`src/rtl/sram_ctrl_pkg.sv`:
```
`default_nettype none
// ============================================================================
// Module      : sram_ctrl_pkg
// Description : Shared widths, read-request type and helpers for the 32x2048
//               1R1W SRAM access controller.
// Revision    : 1.0 - initial release
// ============================================================================
package sram_ctrl_pkg;

  // Macro geometry: 2048 words of 32 bits, byte-lane write masks.
  localparam int C_ADDR_WIDTH = 11;
  localparam int C_DATA_WIDTH = 32;
  localparam int C_NUM_WMASKS = C_DATA_WIDTH / 8;
  localparam int C_RSP_DEPTH  = 4;

  // A read request only needs its word address; the data comes back later.
  typedef struct packed {
    logic [C_ADDR_WIDTH-1:0] addr;
  } rd_req_t;

  // True when a write touches at least one byte lane of the macro.
  function automatic logic lanes_enabled(input logic [C_NUM_WMASKS-1:0] mask);
    return |mask;
  endfunction

endpackage
`default_nettype wire

```
`src/rtl/sram_rsp_fifo.sv`:
```
`default_nettype none
// ============================================================================
// Module      : sram_rsp_fifo
// Description : First-word-fall-through synchronous FIFO holding read data
//               captured from the SRAM macro until the consumer takes it.
// Revision    : 1.0 - initial release
// ============================================================================
module sram_rsp_fifo #(
  parameter int DEPTH = 4,
  parameter int WIDTH = 32
) (
  input  logic                     clk,
  input  logic                     nrst,
  input  logic                     push,
  input  logic [WIDTH-1:0]         din,
  input  logic                     pop,
  output logic [WIDTH-1:0]         dout,
  output logic [$clog2(DEPTH):0]   count,
  output logic                     empty,
  output logic                     full
);

  localparam int C_PTR_W = $clog2(DEPTH);
  localparam logic [C_PTR_W:0] C_FULL_CNT = DEPTH[C_PTR_W:0];

  logic [WIDTH-1:0]   mem_q [DEPTH];
  logic [C_PTR_W-1:0] wr_ptr_q;
  logic [C_PTR_W-1:0] rd_ptr_q;
  logic [C_PTR_W:0]   count_q;

  logic w_pop_ok;
  logic w_push_ok;

  // A pop frees a slot in the same edge, so a push into a full FIFO that is
  // being popped is still taken.
  assign w_pop_ok  = pop & ~empty;
  assign w_push_ok = push & (~full | w_pop_ok);

  assign empty = (count_q == '0);
  assign full  = (count_q == C_FULL_CNT);
  assign count = count_q;
  // Head entry is presented directly; storage is cleared on reset so the
  // output never carries anything but zeros or captured words.
  assign dout  = mem_q[rd_ptr_q];

  // Storage, pointers (wrap naturally at power-of-two depth) and occupancy.
  always_ff @(posedge clk or negedge nrst) begin
    if (!nrst) begin
      for (int i = 0; i < DEPTH; i++) begin
        mem_q[i] <= '0;
      end
      wr_ptr_q <= '0;
      rd_ptr_q <= '0;
      count_q  <= '0;
    end else begin
      if (w_push_ok) begin
        mem_q[wr_ptr_q] <= din;
        wr_ptr_q        <= wr_ptr_q + 1'b1;
      end
      if (w_pop_ok) begin
        rd_ptr_q <= rd_ptr_q + 1'b1;
      end
      case ({w_push_ok, w_pop_ok})
        2'b10:   count_q <= count_q + 1'b1;
        2'b01:   count_q <= count_q - 1'b1;
        default: count_q <= count_q;
      endcase
    end
  end

endmodule
`default_nettype wire

```
`src/rtl/sram_1r1w_access_ctrl.sv`:
```
`default_nettype none
// ============================================================================
// Module      : sram_1r1w_access_ctrl
// Description : Request-side controller for a 32x2048 1R1W OpenRAM macro.
//               Write requests drive port 0, read requests drive port 1, and
//               read data returns in order through a credit-managed FIFO.
// Revision    : 1.0 - initial release
// ============================================================================
module sram_1r1w_access_ctrl
  import sram_ctrl_pkg::*;
#(
  parameter int ADDR_WIDTH = C_ADDR_WIDTH,
  parameter int DATA_WIDTH = C_DATA_WIDTH,
  parameter int NUM_WMASKS = C_NUM_WMASKS,
  parameter int RSP_DEPTH  = C_RSP_DEPTH
) (
  input  logic                  clk,
  input  logic                  nrst,
  // write request channel
  input  logic                  wr_valid,
  output logic                  wr_ready,
  input  logic [ADDR_WIDTH-1:0] wr_addr,
  input  logic [DATA_WIDTH-1:0] wr_data,
  input  logic [NUM_WMASKS-1:0] wr_mask,
  // read request channel
  input  logic                  rd_valid,
  output logic                  rd_ready,
  input  logic [ADDR_WIDTH-1:0] rd_addr,
  // read response channel
  output logic                  rsp_valid,
  input  logic                  rsp_ready,
  output logic [DATA_WIDTH-1:0] rsp_data,
  // macro port 0 (write)
  output logic                  sram_csb0,
  output logic [NUM_WMASKS-1:0] sram_wmask0,
  output logic [ADDR_WIDTH-1:0] sram_addr0,
  output logic [DATA_WIDTH-1:0] sram_din0,
  // macro port 1 (read)
  output logic                  sram_csb1,
  output logic [ADDR_WIDTH-1:0] sram_addr1,
  input  logic [DATA_WIDTH-1:0] sram_dout1
);

  localparam int C_CNT_W = $clog2(RSP_DEPTH) + 1;
  localparam logic [C_CNT_W:0] C_DEPTH_LIM = RSP_DEPTH[C_CNT_W:0];

  // Issue flops feeding the macro's registered-input pins.
  logic                  csb0_q,   csb0_d;
  logic [NUM_WMASKS-1:0] wmask0_q, wmask0_d;
  logic [ADDR_WIDTH-1:0] addr0_q,  addr0_d;
  logic [DATA_WIDTH-1:0] din0_q,   din0_d;
  logic                  csb1_q,   csb1_d;
  rd_req_t               rd_req_q, rd_req_d;

  // Bit 0: read issued last edge (macro samples next edge).
  // Bit 1: read sampled by the macro; dout1 is valid for capture this edge.
  logic [1:0]            inflight_q, inflight_d;

  logic                  w_wr_access;
  logic                  w_collision;
  logic                  w_credit_ok;
  logic                  w_rd_fire;
  logic [1:0]            w_inflight_n;
  logic [C_CNT_W:0]      w_credits_used;
  logic [C_CNT_W-1:0]    w_fifo_count;
  logic                  w_fifo_empty;
  logic                  w_fifo_full;

  // Writes never stall; mask==0 is accepted but does not select the macro.
  assign wr_ready    = nrst;
  assign w_wr_access = wr_valid & lanes_enabled(wr_mask);

  // A same-cycle read of the address being written is held back one cycle so
  // the macro has already committed the new word when the read is sampled.
  assign w_collision = wr_valid & rd_valid & (wr_addr == rd_addr);

  // Every issued read owns a FIFO slot from issue until it is popped, so the
  // FIFO can never be asked to hold more than RSP_DEPTH words.
  assign w_inflight_n   = {1'b0, inflight_q[0]} + {1'b0, inflight_q[1]};
  assign w_credits_used = {1'b0, w_fifo_count} + {{(C_CNT_W-1){1'b0}}, w_inflight_n};
  // The full term is implied by the credit count; it keeps the guard local.
  assign w_credit_ok    = (w_credits_used < C_DEPTH_LIM) & ~w_fifo_full;

  assign rd_ready  = nrst & ~w_collision & w_credit_ok;
  assign w_rd_fire = rd_valid & rd_ready;

  // Next-state for the macro pins: select on a request, otherwise deselect
  // and hold address/data/mask so idle cycles do not toggle the buses.
  always_comb begin
    csb0_d     = 1'b1;
    wmask0_d   = wmask0_q;
    addr0_d    = addr0_q;
    din0_d     = din0_q;
    csb1_d     = 1'b1;
    rd_req_d   = rd_req_q;
    inflight_d = {inflight_q[0], w_rd_fire};
    if (w_wr_access) begin
      csb0_d   = 1'b0;
      wmask0_d = wr_mask;
      addr0_d  = wr_addr;
      din0_d   = wr_data;
    end
    if (w_rd_fire) begin
      csb1_d        = 1'b0;
      rd_req_d.addr = rd_addr;
    end
  end

  // Issue registers and in-flight tracking; reset deselects the macro and
  // forgets any read already on its way.
  always_ff @(posedge clk or negedge nrst) begin
    if (!nrst) begin
      csb0_q     <= 1'b1;
      wmask0_q   <= '0;
      addr0_q    <= '0;
      din0_q     <= '0;
      csb1_q     <= 1'b1;
      rd_req_q   <= '0;
      inflight_q <= '0;
    end else begin
      csb0_q     <= csb0_d;
      wmask0_q   <= wmask0_d;
      addr0_q    <= addr0_d;
      din0_q     <= din0_d;
      csb1_q     <= csb1_d;
      rd_req_q   <= rd_req_d;
      inflight_q <= inflight_d;
    end
  end

  assign sram_csb0   = csb0_q;
  assign sram_wmask0 = wmask0_q;
  assign sram_addr0  = addr0_q;
  assign sram_din0   = din0_q;
  assign sram_csb1   = csb1_q;
  assign sram_addr1  = rd_req_q.addr;

  // Captures dout1 two edges after issue and returns words in request order.
  sram_rsp_fifo #(
    .DEPTH (RSP_DEPTH),
    .WIDTH (DATA_WIDTH)
  ) u_rsp_fifo (
    .clk   (clk),
    .nrst  (nrst),
    .push  (inflight_q[1]),
    .din   (sram_dout1),
    .pop   (rsp_ready),
    .dout  (rsp_data),
    .count (w_fifo_count),
    .empty (w_fifo_empty),
    .full  (w_fifo_full)
  );

  assign rsp_valid = ~w_fifo_empty;

endmodule
`default_nettype wire
```
`config.mk`:
```
export PLATFORM = sky130hd
export DESIGN_NAME = sram_1r1w_access_ctrl
export DESIGN_NICKNAME = d
export VERILOG_FILES = /design/src/rtl/sram_ctrl_pkg.sv /design/src/rtl/sram_rsp_fifo.sv /design/src/rtl/sram_1r1w_access_ctrl.sv
export SDC_FILE = /design/constraint.sdc
export NUM_CORES = 1
export LEC_CHECK = 0
export BUFFER_PORTS_ARGS = -buffer_cell sky130_fd_sc_hd__buf_2
export CAP_MARGIN = 30
export CORE_MARGIN = 10
export CORE_UTILIZATION = 56
export CTS_BUF_LIST = sky130_fd_sc_hd__clkbuf_8
export CTS_CLUSTER_DIAMETER = 150
export DETAILED_ROUTE_END_ITERATION = 7
export PLACE_DENSITY = 0.79
export SLEW_MARGIN = 0
export SYNTH_ARGS = -nofsm -noshare
export SYNTH_HDL_FRONTEND = slang
export SYNTH_SLANG_ARGS = --single-unit
export TNS_END_PERCENT = 30
```
`constraint.sdc`:
```
create_clock -name clk -period 2.4 [get_ports clk]
set_clock_uncertainty 0.05 [all_clocks]
set_input_delay 0.36 -clock clk [delete_from_list [all_inputs] [get_ports clk]]
set_output_delay 0.36 -clock clk [all_outputs]
set_load 0.1 [all_outputs]
```
==> metrics.csv <==
metric;value;unit
status;finished clean;
placed insts;867;
Area growth syn-to-layout;22.0;%
final core utilization;70.6;%
Synthesized Nets;610;
Seq cells post-synth;197;
Tot GR Track Use;18.9;%
die area;0.0205;sq mm
crit-path cells;buf_12, mux4_2, buf_4;
critical path class;flip-flop to output pin;
clk_lat worst skew;480;ps
Cells after Synth;508;
Iteration-0 DRC Markers;276;
routability cong.;0.839;
most instantiated cells after synthesis;195 x dfrtp_1, 173 x mux2_2, 32 x mux4_2;
FP Rows;44;
die width;143;um
antenna violations before repair;1;
CTS sink cnt;197;
Relative slew margins;32.6;%
CP Launch Type;flip-flop;
Ys Warns;0;
Avg WL per Cell;21.0;um
Initial Util;57.9;%
max incr delay on CP;540;ps
worst min path class;input pin to flip-flop;
count of final setup violators;0;
CTS root buffer;clkbuf_8;
die height;143;um
Tcrit/Tclk final;97.4;%
hpwl dp;13200;um
Setup TNS;0;ps
dominant synthesized flop cell;dfrtp_1;
boundary pin count;190;
DRC;0;
drt pass-1 iters;5;
Synth area leader;dfrtp_1;
# port buffers;189;
Synth area leaders;dfrtp_1 57%, mux2_2 23%, mux4_2 8.5%;
Fin. Hold Viols;0;
layout net count;805;
nature of the critical path endpoint;output pin;
WP buf/inv;2;
pre-CTS setup slack;270;ps
Core Box Area;0.0147;sq mm
Crit path max-delay family;multiplexers;
via total after detailed routing;4970;
largest net degree at the start of global routing;198;
via/cell ratio;5.52;
first-pass GRT wire length;30000;um
area of the mapped netlist;0.00850;sq mm
post-synth top area share;57.4;%
Critical Path Slowest Stage Cell;mux4_2;
Inserted Clock Buffers;17;
vias in the first global route;5766;
Post-DRT Antenna Nets;0;
hold_buf cts;0;
Synth cell types;34;
Fillers;1002;
Final WS setup;61.5;ps
Max Cap Viol;0;
share of layout cells above drive strength 1;64.4;%
Avg Synthesized Cell Area;16.7;sq um
CTS Buffer Depth;2;
H-tree lvl count;4;
Fmax;428;MHz
grt ovf;0;
Post-synth EDFFs;0;
most common cell in the netlist;dfrtp_1;
fraction of registers with async set/reset;100;%
Worst-Margin Slew;1010;ps
clock-pin slew on the worst setup and hold paths;100;ps
sequential share of the synthesized area;58.0;%
Tmin final;2340;ps
WL final;18900;um
critical path data required time;1990;ps
CTS tree;done;
Post-Layout Cell Count;900;
CP Max Fanout;8;
Worst Path Arrival;1930;ps
n_diodes;0;
Final Slew Violations;0;
per-layer routing:
metal / vias up / track usage (%) / share of wire, %
met5: - / 0 / 0.069
met4: 2 / 6.23 / 1.2
met3: 23 / 8.69 / 9.5
met2: 171 / 31.2 / 48
met1: 2546 / 21.4 / 41
li1: 2228 / - / -
path summary, 6_finish.rpt:
kind / from / end / slack, ps / cells after the start
worst max-delay path: u_rsp_fifo.rd_ptr_q[0] / rsp_data[31] / 60 / 3
worst min-delay path: wr_data[26] / sram_din0[26] / 50 / 2
worst max register to register: u_rsp_fifo.count[1] / u_rsp_fifo.count[1] / 230 / 6
worst min register to register: inflight_q[0] / inflight_q[1] / 340 / 0
max in group asynchronous: nrst / u_rsp_fifo.mem_q[5] / 1480 / 2
min in group asynchronous: nrst / u_rsp_fifo.mem_q[23] / 80 / 2
sequential cells by signal (all words and copies together) (netlist names):
name                 cells
inflight_q               2
sram_addr0              11
sram_addr1              11
sram_csb0                1
sram_csb1                1
sram_din0               32
sram_wmask0              4
u_rsp_fifo.count         3
u_rsp_fifo.mem_q       128
u_rsp_fifo.rd_ptr_q      2
u_rsp_fifo.wr_ptr_q      2
per-stage QoR:
stage	hold WS, ps	cell area [sq um]
after global routing	31.6	10400
after floorplan	14.4	8510
final	54.7	10400
after CTS	23.2	10400
after detailed placement	324	9870
after global placement	326	9870
final cells by class:
cell class	count	area (sq um)	share of cell area [%]
Multi-Input combinational cell	274	3330	32.1
Inverter	9	33.8	0.326
Tap cell	184	230	2.22
Timing Repair Buffer	204	1400	13.5
Clock buffer	19	262	2.52
Sequential cell	197	4940	47.6
Clock inverter	13	189	1.82
repair_timing:
action	4_1_cts	5_1_grt
setup buffers	1	0
setup endpoints to repair	28	10
resized for setup	9	19
endpoints found under the hold margin	0	0
logic make-up after synthesis:
| logic type | share of synthesized area [%] |
|---|---|
| xor+xnor | 1.75 |
| mux | 33.0 |
| buf+inv | 3.06 |
| fa+ha+maj | 1.12 |
| compound gates | 0.883 |
| simple gates | 2.15 |
| flops | 58.0 |
cells in the final DEF (no fill, tap or decap), types with 2 or more instances in the layout:
cell	instances
mux2_2	173
nor4_1	2
xor2_1	13
mux4_2	32
buf_4	27
mux2_4	8
clkinv_2	3
dfrtp_2	3
xnor2_1	4
nand2_4	4
nand2_1	12
buf_12	20
bufinv_16	5
clkbuf_8	20
dfrtp_1	192
buf_2	155
nor4_2	2
inv_1	13
ha_1	6
dfstp_2	2
Power is left out: the tool's default activity adds up to more than one toggle a clock period on the data nets, which glitch-free logic cannot reach.
